--- src/rtl/pipe_hazard_ctrl_pkg.sv ---
// Shared types and constants for the pipeline hazard sequencer.
//   state_t : sequencer states (3-bit encoding)
//   ctrl_t  : per-stage control bundle driven to PC, IFID, IDEX, EXMEM and MEMWB
//   Ctrl*   : the five control patterns the sequencer can emit
package pipe_hazard_ctrl_pkg;

    typedef enum logic [2:0] {
        StIdle    = 3'd0,
        StRun     = 3'd1,
        StHzStall = 3'd2,
        StMemWait = 3'd3,
        StHalt    = 3'd4
    } state_t;

    typedef struct packed {
        logic pc_we;
        logic ifid_we;
        logic ifid_flush;
        logic idex_bubble;
        logic exmem_we;
        logic memwb_bubble;
    } ctrl_t;

    // Everything frozen, nothing injected: used in IDLE and HALT.
    localparam ctrl_t CtrlIdle = '{default: 1'b0};

    localparam ctrl_t CtrlRun = '{pc_we: 1'b1, ifid_we: 1'b1, ifid_flush: 1'b0,
                                  idex_bubble: 1'b0, exmem_we: 1'b1, memwb_bubble: 1'b0};

    // Taken branch or jump: the wrong-path fetch in IFID becomes a NOP.
    localparam ctrl_t CtrlFlush = '{pc_we: 1'b1, ifid_we: 1'b1, ifid_flush: 1'b1,
                                    idex_bubble: 1'b0, exmem_we: 1'b1, memwb_bubble: 1'b0};

    // Operand hazard: hold PC/IFID, let older instructions drain, bubble into EX.
    localparam ctrl_t CtrlBubble = '{pc_we: 1'b0, ifid_we: 1'b0, ifid_flush: 1'b0,
                                     idex_bubble: 1'b1, exmem_we: 1'b1, memwb_bubble: 1'b0};

    // Data memory busy: freeze the whole front end, feed WB a bubble.
    localparam ctrl_t CtrlMemWait = '{pc_we: 1'b0, ifid_we: 1'b0, ifid_flush: 1'b0,
                                      idex_bubble: 1'b0, exmem_we: 1'b0, memwb_bubble: 1'b1};

    localparam logic [4:0] RegZero = 5'd0;
    localparam logic [1:0] NeedNone = 2'd0;
    localparam logic [1:0] NeedOne  = 2'd1;
    localparam logic [1:0] NeedTwo  = 2'd2;

endpackage

--- src/rtl/pipe_hazard_ctrl_hazard_detect.sv ---
// Combinational operand-hazard detector for the ID stage.
//   ifid_rs/ifid_rt/uses_rt : source registers of the instruction in ID
//   branch                  : ID instruction is beq (operands needed in ID)
//   idex_* / exmem_*        : producer information from the EX and MEM stages
//   hazard                  : ID instruction must be held this cycle
//   need                    : number of bubble cycles required (1 or 2)
module pipe_hazard_ctrl_hazard_detect
    import pipe_hazard_ctrl_pkg::*;
(
    input  logic [4:0] ifid_rs,
    input  logic [4:0] ifid_rt,
    input  logic       uses_rt,
    input  logic       branch,
    input  logic       idex_memread,
    input  logic       idex_regwrite,
    input  logic [4:0] idex_wreg,
    input  logic       exmem_memread,
    input  logic [4:0] exmem_wreg,
    output logic       hazard,
    output logic [1:0] need
);

    logic match_ex;
    logic match_mem;
    logic load_use;
    logic br_alu;
    logic br_load;

    always_comb begin
        // $zero is never a real dependency.
        match_ex  = ((ifid_rs != RegZero) && (ifid_rs == idex_wreg)) ||
                    (uses_rt && (ifid_rt != RegZero) && (ifid_rt == idex_wreg));
        match_mem = ((ifid_rs != RegZero) && (ifid_rs == exmem_wreg)) ||
                    (uses_rt && (ifid_rt != RegZero) && (ifid_rt == exmem_wreg));

        load_use = idex_memread && match_ex;
        br_alu   = branch && idex_regwrite && !idex_memread && match_ex;
        br_load  = branch && exmem_memread && match_mem;

        hazard = load_use || br_alu || br_load;

        // A branch behind a load needs the load to reach WB: two bubbles.
        need = NeedNone;
        if (load_use) begin
            need = branch ? NeedTwo : NeedOne;
        end else if (br_alu || br_load) begin
            need = NeedOne;
        end
    end

endmodule

--- src/rtl/pipe_hazard_ctrl.sv ---
// Pipeline sequencer for the 5-stage core: per-stage write-enable/flush/bubble controls.
// Controls are combinational from state and inputs and take effect at the next edge.
//   clk_i, rst_i        : clock, synchronous active-high reset
//   start_i             : pipeline advances only while high
//   ifid_* / idex_* / exmem_* : hazard sources from the pipeline registers
//   branch_taken_i, jump_i    : control transfer resolved in ID
//   mem_req_i, mem_ready_i    : data-memory handshake for the MEM stage
//   pc_we_o .. memwb_bubble_o : stage controls
//   err_o                     : sticky memory-timeout flag
//   stall_cnt_o, flush_cnt_o  : saturating performance counters
module pipe_hazard_ctrl
    import pipe_hazard_ctrl_pkg::*;
#(
    parameter int unsigned MEM_TIMEOUT = 16,
    parameter int unsigned CNT_W       = 16
) (
    input  logic             clk_i,
    input  logic             rst_i,
    input  logic             start_i,
    input  logic [4:0]       ifid_rs_i,
    input  logic [4:0]       ifid_rt_i,
    input  logic             ifid_uses_rt_i,
    input  logic             ifid_branch_i,
    input  logic             branch_taken_i,
    input  logic             jump_i,
    input  logic             idex_memread_i,
    input  logic             idex_regwrite_i,
    input  logic [4:0]       idex_wreg_i,
    input  logic             exmem_memread_i,
    input  logic [4:0]       exmem_wreg_i,
    input  logic             mem_req_i,
    input  logic             mem_ready_i,
    output logic             pc_we_o,
    output logic             ifid_we_o,
    output logic             ifid_flush_o,
    output logic             idex_bubble_o,
    output logic             exmem_we_o,
    output logic             memwb_bubble_o,
    output logic             err_o,
    output logic [CNT_W-1:0] stall_cnt_o,
    output logic [CNT_W-1:0] flush_cnt_o
);

    localparam int unsigned TimerW = $clog2(MEM_TIMEOUT + 1);

    state_t             state_q, state_d;
    logic [TimerW-1:0]  timer_q, timer_d, timer_inc;
    logic               err_q, err_d;
    logic [CNT_W-1:0]   stall_cnt_q, flush_cnt_q;
    ctrl_t              ctrl, run_ctrl;
    state_t             run_next;
    logic               hazard, mem_stall, busy, count_stall;
    logic [1:0]         need;

    pipe_hazard_ctrl_hazard_detect u_hazard_detect (
        .ifid_rs       (ifid_rs_i),
        .ifid_rt       (ifid_rt_i),
        .uses_rt       (ifid_uses_rt_i),
        .branch        (ifid_branch_i),
        .idex_memread  (idex_memread_i),
        .idex_regwrite (idex_regwrite_i),
        .idex_wreg     (idex_wreg_i),
        .exmem_memread (exmem_memread_i),
        .exmem_wreg    (exmem_wreg_i),
        .hazard        (hazard),
        .need          (need)
    );

    assign mem_stall = mem_req_i && !mem_ready_i;
    assign timer_inc = timer_q + TimerW'(1);

    // What an advancing pipeline does this cycle: mem wait > hazard > flush.
    always_comb begin
        run_ctrl = CtrlRun;
        run_next = StRun;
        if (mem_stall) begin
            run_ctrl = CtrlMemWait;
            // The entry cycle is already the first wait cycle.
            run_next = (MEM_TIMEOUT <= 1) ? StHalt : StMemWait;
        end else if (hazard) begin
            run_ctrl = CtrlBubble;
            run_next = (need == NeedTwo) ? StHzStall : StRun;
        end else if (branch_taken_i || jump_i) begin
            run_ctrl = CtrlFlush;
        end
    end

    always_comb begin
        state_d = state_q;
        timer_d = timer_q;
        ctrl    = CtrlIdle;
        busy    = 1'b0;
        unique case (state_q)
            StIdle: begin
                if (start_i) state_d = StRun;
            end
            StRun: begin
                busy    = 1'b1;
                ctrl    = run_ctrl;
                state_d = run_next;
                if (mem_stall) timer_d = TimerW'(1);
            end
            StHzStall: begin
                busy = 1'b1;
                if (mem_stall) begin
                    ctrl    = run_ctrl;
                    state_d = run_next;
                    timer_d = TimerW'(1);
                end else begin
                    ctrl    = CtrlBubble;
                    state_d = StRun;
                end
            end
            StMemWait: begin
                busy = 1'b1;
                if (mem_ready_i) begin
                    ctrl    = run_ctrl;
                    state_d = run_next;
                end else begin
                    ctrl    = CtrlMemWait;
                    timer_d = timer_inc;
                    if (timer_inc >= TimerW'(MEM_TIMEOUT)) state_d = StHalt;
                end
            end
            StHalt: begin
                state_d = StHalt;
            end
            default: begin
                state_d = StIdle;
            end
        endcase

        // Dropping start abandons any pending stall or wait.
        if (state_q != StHalt && !start_i) begin
            state_d = StIdle;
            ctrl    = CtrlIdle;
            busy    = 1'b0;
        end

        // HALT is only reachable through a memory timeout.
        err_d       = err_q || (state_d == StHalt);
        count_stall = busy && !(ctrl.pc_we && ctrl.ifid_we && ctrl.exmem_we);
    end

    always_ff @(posedge clk_i) begin
        if (rst_i) begin
            state_q     <= StIdle;
            timer_q     <= '0;
            err_q       <= 1'b0;
            stall_cnt_q <= '0;
            flush_cnt_q <= '0;
        end else begin
            state_q <= state_d;
            timer_q <= timer_d;
            err_q   <= err_d;
            if (count_stall && (stall_cnt_q != {CNT_W{1'b1}})) begin
                stall_cnt_q <= stall_cnt_q + CNT_W'(1);
            end
            if (ctrl.ifid_flush && (flush_cnt_q != {CNT_W{1'b1}})) begin
                flush_cnt_q <= flush_cnt_q + CNT_W'(1);
            end
        end
    end

    assign pc_we_o        = ctrl.pc_we;
    assign ifid_we_o      = ctrl.ifid_we;
    assign ifid_flush_o   = ctrl.ifid_flush;
    assign idex_bubble_o  = ctrl.idex_bubble;
    assign exmem_we_o     = ctrl.exmem_we;
    assign memwb_bubble_o = ctrl.memwb_bubble;
    assign err_o          = err_q;
    assign stall_cnt_o    = stall_cnt_q;
    assign flush_cnt_o    = flush_cnt_q;

endmodule

--- config.mk ---
export PLATFORM = sky130hd
export DESIGN_NAME = pipe_hazard_ctrl
export DESIGN_NICKNAME = d
export VERILOG_FILES = /design/src/rtl/pipe_hazard_ctrl_pkg.sv /design/src/rtl/pipe_hazard_ctrl_hazard_detect.sv /design/src/rtl/pipe_hazard_ctrl.sv
export SDC_FILE = /design/constraint.sdc
export NUM_CORES = 1
export LEC_CHECK = 0
export ABC_CLOCK_PERIOD_IN_PS = 4700
export BUFFER_PORTS_ARGS = -buffer_cell sky130_fd_sc_hd__buf_2
export CAP_MARGIN = 20
export CORE_ASPECT_RATIO = 2
export CORE_UTILIZATION = 35
export CTS_CLUSTER_DIAMETER = 40
export DETAILED_ROUTE_END_ITERATION = 10
export PLACE_DENSITY = 0.58
export REMOVE_ABC_BUFFERS = 1
export SYNTH_ARGS = -nofsm -noshare
export SYNTH_HDL_FRONTEND = slang
export SYNTH_SLANG_ARGS = --single-unit
--- constraint.sdc ---
create_clock -name clk_i -period 4.7 [get_ports clk_i]
set_input_delay 1.175 -clock clk_i [delete_from_list [all_inputs] [get_ports clk_i]]
set_output_delay 1.175 -clock clk_i [all_outputs]
set_load 0.01 [all_outputs]
==> reports/metrics.yaml, run 1 <==
timing:
  post-route-period-util_pct: 85.0
  hold_slack_ps: 444
  maxSlewViolCount: 0
  worstMarginPinSlew_ps: 735
  rsz0062_at_grt: "no"
  max_freq_ghz: 0.250
  fin_ws_ps: 703
  finalHoldViolations: 0
  fin_tns_setup_ps: 0
  relSlewSlack_pct: 51.0
  skew_ps: 3.39
  finalSetupViolations: 0
  post-route-min-period_ps: 4000
synthesis:
  ys_ff_latch: 41
  yosysWarnings: 0
  synth_edf_count: 0
  avgSynthCellArea_um2: 7.99
  synth_area_leaders: "dfxtp_1 (34%), a21oi_1 (6.2%), xnor2_1 (5.8%)"
  ys_async_sr_fraction_pct: 0
  synth_top_area_cell: "dfxtp_1"
  synthCells: 302
  synth_top_area_share_pct: 34.0
  ys_top_cells_by_count: "dfxtp_1 (41), nor2_1 (32), a21oi_1 (30)"
  yosysSeqAreaShare_pct: 34.0
  netlist_area_um2: 2410
  synthFlopType: "dfxtp_1"
  synth_most_common_cell: "dfxtp_1"
  synth.distinct_cells: 45
worst_setup_path:
  worstSetupPathType: "in -> out"
  critPathCaptureType: "output pin"
  cpMostUsedCell: "buf_2"
  critPathSlowestCell: "or4_1"
  cp_max_fo: 10
  worstPathRequired_ps: 3520
  critPathLaunchType: "input pin"
  r2r-start: "state_q[0]$_SDFF_PP0_"
  worstPathArrival_ps: 2820
  crit_chain: "buf_2 -> or4_1 -> o21ai_2 -> or4_4 -> a21o_1 -> nand2_1 -> nor2_1 -> buf_2"
  worstSetupStartpoint: "ifid_rt_i[0]"
  critPathMaxStageDelay_ps: 530
finish:
  finalInstanceArea_um2: 2940
  drive_gt1_share_pct: 23.9
  diodes: 0
  fillers: 726
  stdcell_count: 456
  nets: 402
  syn_to_final_growth_pct: 21.9
  utilization_pct: 44.4
clock_network:
  cts_setup_buffers: 0
  path_clk_slew_ps: 60
  clock_sink_count: 41
  cts_tree: "yes"
  cts-root-buf: "clkbuf_16"
  clk_path_buf_depth: 2
  cts_resized: 0
  cts_made_buffers: 5
  ctsHoldBuffers: 0
  clk_latency_ps: 280
  htree_num_levels: 2
power_and_ir_drop:
  swShare_pct: 24.1
  power_density_nw_per_um2: 257
  p_comb_share_pct: 9.2
  p_switching_mw: 0.182
  ir_worst_vdd_uv: 196
  p_clk_share_pct: 44.3
  leakagePower_nw: 1.14
  intPower_mw: 0.574
  design_power_total_mw: 0.756
  sequentialPowerShare_pct: 46.5
floorplanning:
  core-area_um2: 6620
  die-area_um2: 7250
  die_y_um: 119
  pin_count: 71
  die_w_um: 60.7
  start_util_pct: 36.5
  num_rows: 42
detailed_routing:
  post-route-drc-count: 0
  viasPerCell: 5.31
  vias: 2422
  wl_um: 6350
  ant_nets: 0
  wl_per_cell_um: 13.9
  first_pass_iters: 4
  drt-initial-drc-count: 63
global_routing:
  use_met2_pct: 32.8
  busiest_layer: "met2"
  first_global_vias: 2217
  grt_pass1_wl_um: 9910
  grt_usage_pct: 18.3
  use_met1_pct: 18.9
  antenna_found_initial: 0
  grt_max_degree: 40
  grt-ovfl-total: 0
  use_met3_pct: 3.04
placed_design:
  dpl.hpwl_um: 4890
  port_buffers: 70
  place.gp.congestion: 0.849
  place_area_um2: 2800
  place_inst: 448
  pre_cts_ws_ps: 714
min_path:
  min-delay-start: "err_o$_SDFF_PP0_"
  worstHoldPathType: "reg -> reg"
flow_run:
  cap_violations: 0
run_status:
  status: "completed"
==> layer usage <==
metal | routed length, µm | vias up
li1 | - | 1226
met1 | 2390 | 1123
met2 | 3500 | 62
met3 | 232 | 11
met4 | 230 | 0
met5 | 0 | -
==> worst paths after layout <==
check                                 end  slack [ps]  cells after the start
min                      err_o$_SDFF_PP0_         440                      2
max                             ifid_we_o         700                      8
min reg2reg              err_o$_SDFF_PP0_         440                      2
max reg2reg  flush_cnt_o[13]$_SDFFE_PP0P_        2050                      7
==> worst max-delay path, delay by kind of cell <==
| family | cells | cell delay (ps) |
|---|---|---|
| and+or+nand+nor | 4 | 910 |
| AOI/OAI and AO/OA | 2 | 460 |
| buffers and inverters | 2 | 260 |
==> power by group through the flow <==
stage / clock, mW / sequential (mW) / combinational [mW]
2_1_floorplan: 0 / 0.359 / 0.0337
3_3_place_gp: 0 / 0.359 / 0.0697
3_5_place_dp: 0 / 0.359 / 0.0701
4_1_cts: 0.343 / 0.351 / 0.0703
5_1_grt: 0.356 / 0.352 / 0.0762
6_report: 0.334 / 0.351 / 0.0697
==> cells by family after synthesis <==
kind of cell	synth area share, %
buf+inv	4.46
simple gates	30.6
fa+ha+maj	1.97
compound gates	16.4
flops	34.0
mux	1.66
xor+xnor	10.9
==> placed cells by master (no fill, tap or decap), types with 2 or more instances in the layout <==
master / instances
a21o_1: 2
a21oi_1: 30
and2_1: 4
and3_1: 2
and4_1: 3
buf_2: 70
clkbuf_16: 5
clkinv_2: 2
dfxtp_1: 41
ha_1: 3
inv_1: 8
mux2i_1: 4
nand2_1: 23
nand2b_1: 3
nand3_1: 17
nand4_1: 13
nor2_1: 32
nor2b_1: 2
nor3_1: 4
o21ai_0: 17
o31ai_1: 9
or3_1: 13
or4_1: 10
xnor2_1: 16
xor2_1: 14
==> registers in the layout, summed over array words and instances, names as in the netlist <==
register and count:
flush_cnt_o 16, stall_cnt_o 16, timer_q 5, state_q 3
err_o 1
==> cell type report <==
type | instances | area [µm²] | area share [%]
multi-input cells | 240 | 1490 | 50.5
flip-flops and latches | 41 | 821 | 27.9
repair buffers | 71 | 358 | 12.2
clock buffers | 6 | 129 | 4.38
well taps | 88 | 110 | 3.74
inverters | 8 | 30.0 | 1.02
clock inverters | 2 | 10.0 | 0.340
(Power assumes the default switching activity.)
==> run 2: changes to the inputs <==
--- a/config.mk
+++ b/config.mk
@@ -9,11 +9,12 @@
 export BUFFER_PORTS_ARGS = -buffer_cell sky130_fd_sc_hd__buf_2
 export CAP_MARGIN = 20
 export CORE_ASPECT_RATIO = 2
-export CORE_UTILIZATION = 35
+export CORE_UTILIZATION = 48
 export CTS_CLUSTER_DIAMETER = 40
 export DETAILED_ROUTE_END_ITERATION = 10
-export PLACE_DENSITY = 0.58
+export PLACE_DENSITY = 0.75
 export REMOVE_ABC_BUFFERS = 1
 export SYNTH_ARGS = -nofsm -noshare
 export SYNTH_HDL_FRONTEND = slang
 export SYNTH_SLANG_ARGS = --single-unit
+export TNS_END_PERCENT = 5
==> constraint.sdc (replaced) <==
create_clock -name clk_i -period 4.7 [get_ports clk_i]
set_input_delay 0.94 -clock clk_i [delete_from_list [all_inputs] [get_ports clk_i]]
set_output_delay 0.94 -clock clk_i [all_outputs]
set_load 0.01 [all_outputs]
==> run 2 against run 1 <==
Design area down 2.6%. Highest routed layer unchanged. Critical endpoint unchanged. Power down 11%. Largest cell class unchanged. Worst hold slack better by 16 ps. Core utilization up 14 points.
==> reports/metrics.yaml, run 2 (synthesized netlist as in run 1, its figures left out) <==
run_status:
  status: "completed"
timing:
  rsz0062_at_grt: "no"
  finalSetupViolations: 0  # unchanged
  post-route-min-period_ps: 3570  # -430 ps
  relSlewSlack_pct: 54.0  # +3.0 points
  worstMarginPinSlew_ps: 690  # -45.4 ps
  skew_ps: 7.43  # +4.04 ps
  max_freq_ghz: 0.280  # +12%
  post-route-period-util_pct: 75.9  # -9.2 points
  fin_tns_setup_ps: 0  # unchanged
  finalHoldViolations: 0  # unchanged
  maxSlewViolCount: 0  # unchanged
detailed_routing:
  wl_per_cell_um: 13.8  # -0.85%
  wl_um: 5870  # -7.6%
  post-route-drc-count: 0  # unchanged
  ant_nets: 0  # unchanged
  drt-initial-drc-count: 46  # -27%
  viasPerCell: 5.80  # +9.2%
  vias: 2466  # +1.8%
  first_pass_iters: 4  # unchanged
power_and_ir_drop:
  sequentialPowerShare_pct: 52.2  # +5.7 points
  design_power_total_mw: 0.672  # -11%
  power_density_nw_per_um2: 234  # -8.7%
  p_clk_share_pct: 37.6  # -6.7 points
  p_comb_share_pct: 10.2  # +1.0 points
  swShare_pct: 24.0  # -0.098 points
  ir_worst_vdd_uv: 183  # -7.0%
  intPower_mw: 0.511  # -11%
  p_switching_mw: 0.161  # -11%
  leakagePower_nw: 1.12  # -1.4%
clock_network:
  cts-root-buf: "clkbuf_8"
  clk_latency_ps: 290  # about the same
  cts_tree: "yes"
  cts_setup_buffers: 0  # unchanged
  ctsHoldBuffers: 0  # unchanged
  clk_path_buf_depth: 2  # unchanged
  path_clk_slew_ps: 70  # about the same
  clock_sink_count: 41  # unchanged
  htree_num_levels: 2  # unchanged
  cts_resized: 0  # unchanged
  cts_made_buffers: 5  # unchanged
finish:
  final_cell_mix: "buf_2 (70), dfxtp_1 (41), nor2_1 (32)"
  syn_to_final_growth_pct: 18.8
  diodes: 0  # unchanged
  final_common_cell: "buf_2"
  drive_gt1_share_pct: 24.2  # +0.27 points
  nets: 402  # unchanged
floorplanning:
  core-area_um2: 4860  # -27%
  pin_count: 71  # unchanged
  die-area_um2: 5330  # -26%
  start_util_pct: 49.6  # +13 points
  die_w_um: 52.1  # -14%
  num_rows: 36  # -14%
  die_y_um: 102  # -14%
worst_setup_path:
  critPathLaunchType: "input pin"
  worstPathArrival_ps: 2630  # -190 ps
  cpMostUsedCell: "buf_2"
  cp_max_fo: 10  # unchanged
  critPathMaxStageDelay_ps: 530  # about the same
  critPathTopFamily: "simple AND/OR/NAND/NOR gates"
  worstPathRequired_ps: 3760  # +240 ps
  cp.buffers_inverters: 2  # unchanged
  critPathSlowestCell: "or4_1"
  path_depth: 8  # unchanged
  critPathCaptureType: "output pin"
  r2r_cells: 7  # unchanged
  worstSetupPathType: "in -> out"
  crit_chain: "buf_2 -> or4_1 -> o21ai_2 -> or4_4 -> a21o_1 -> nand2_1 -> nor2_1 -> buf_2"
min_path:
  worstHoldPathType: "reg -> reg"
  holdPathStages: 2  # unchanged
global_routing:
  grt_pass1_wl_um: 9560  # -3.6%
  grt-ovfl-total: 0  # unchanged
  first_global_vias: 2243  # +1.2%
  grt_usage_pct: 23.4  # +5.1 points
  antenna_found_initial: 0  # unchanged
  grt_max_degree: 40  # unchanged
placed_design:
  dpl.hpwl_um: 4570  # -6.5%
  place.gp.congestion: 0.814  # -4.2%
  port_buffers: 70  # unchanged
flow_run:
  cap_violations: 0  # unchanged
-- run 2: final cells by class --
class                           count  area, µm²
Clock buffer                        7       96.3
Sequential cell                    41        821
Inverter                            8       30.0
Fill cell                         481       2000
Tap cell                           57       71.3
Multi-Input combinational cell    240       1490
Clock inverter                      1       5.00
Timing Repair Buffer               71        358
-- run 2: tightest hold or removal path: cells and delay by family, from the launching register on --
family / cells / cell delay (ps)
DFF: 1 / 320
buffers and inverters: 1 / 50
AOI/OAI and AO/OA: 1 / 50
-- run 2: power groups by stage --
stage	Sequential [mW]	Clock (mW)	Combinational, mW
after floorplan	0.359	0	0.0337
after global placement	0.359	0	0.0673
after detailed placement	0.359	0	0.0683
after CTS	0.351	0.261	0.0685
after global routing	0.351	0.274	0.0756
final	0.351	0.252	0.0684
-- run 2: metrics by stage --
step / worst slack, ps / cell area (µm²) / utilization [%] / hold slack (ps) / cells
after floorplan: 1370 / 2340 / - / 438 / 289
after global placement: 1180 / 2770 / 56.8 / 433 / 417
after detailed placement: 1140 / 2770 / 56.8 / 443 / 417
after CTS: 1140 / 2870 / 58.9 / 458 / 425
after global routing: 1010 / 2870 / 58.9 / 483 / 425
final: 1130 / 2870 / 58.9 / 459 / 425
-- run 2: final timing paths --
kind                         startpoint                      endpoint  slack, ps
hold reg to reg        err_o$_SDFF_PP0_              err_o$_SDFF_PP0_        460
setup / recovery           ifid_rt_i[0]                     ifid_we_o       1130
hold / removal         err_o$_SDFF_PP0_              err_o$_SDFF_PP0_        460
setup reg to reg  state_q[0]$_SDFF_PP0_  flush_cnt_o[13]$_SDFFE_PP0P_       2080
-- run 2: metal layers --
metal | up-vias | track usage [%] | part of all wire [%]
li1 | 1229 | - | -
met1 | 1142 | 24.2 | 39
met2 | 77 | 43.5 | 54
met3 | 18 | 2.83 | 3.5
met4 | 0 | 13.0 | 3.8
met5 | - | 0 | 0
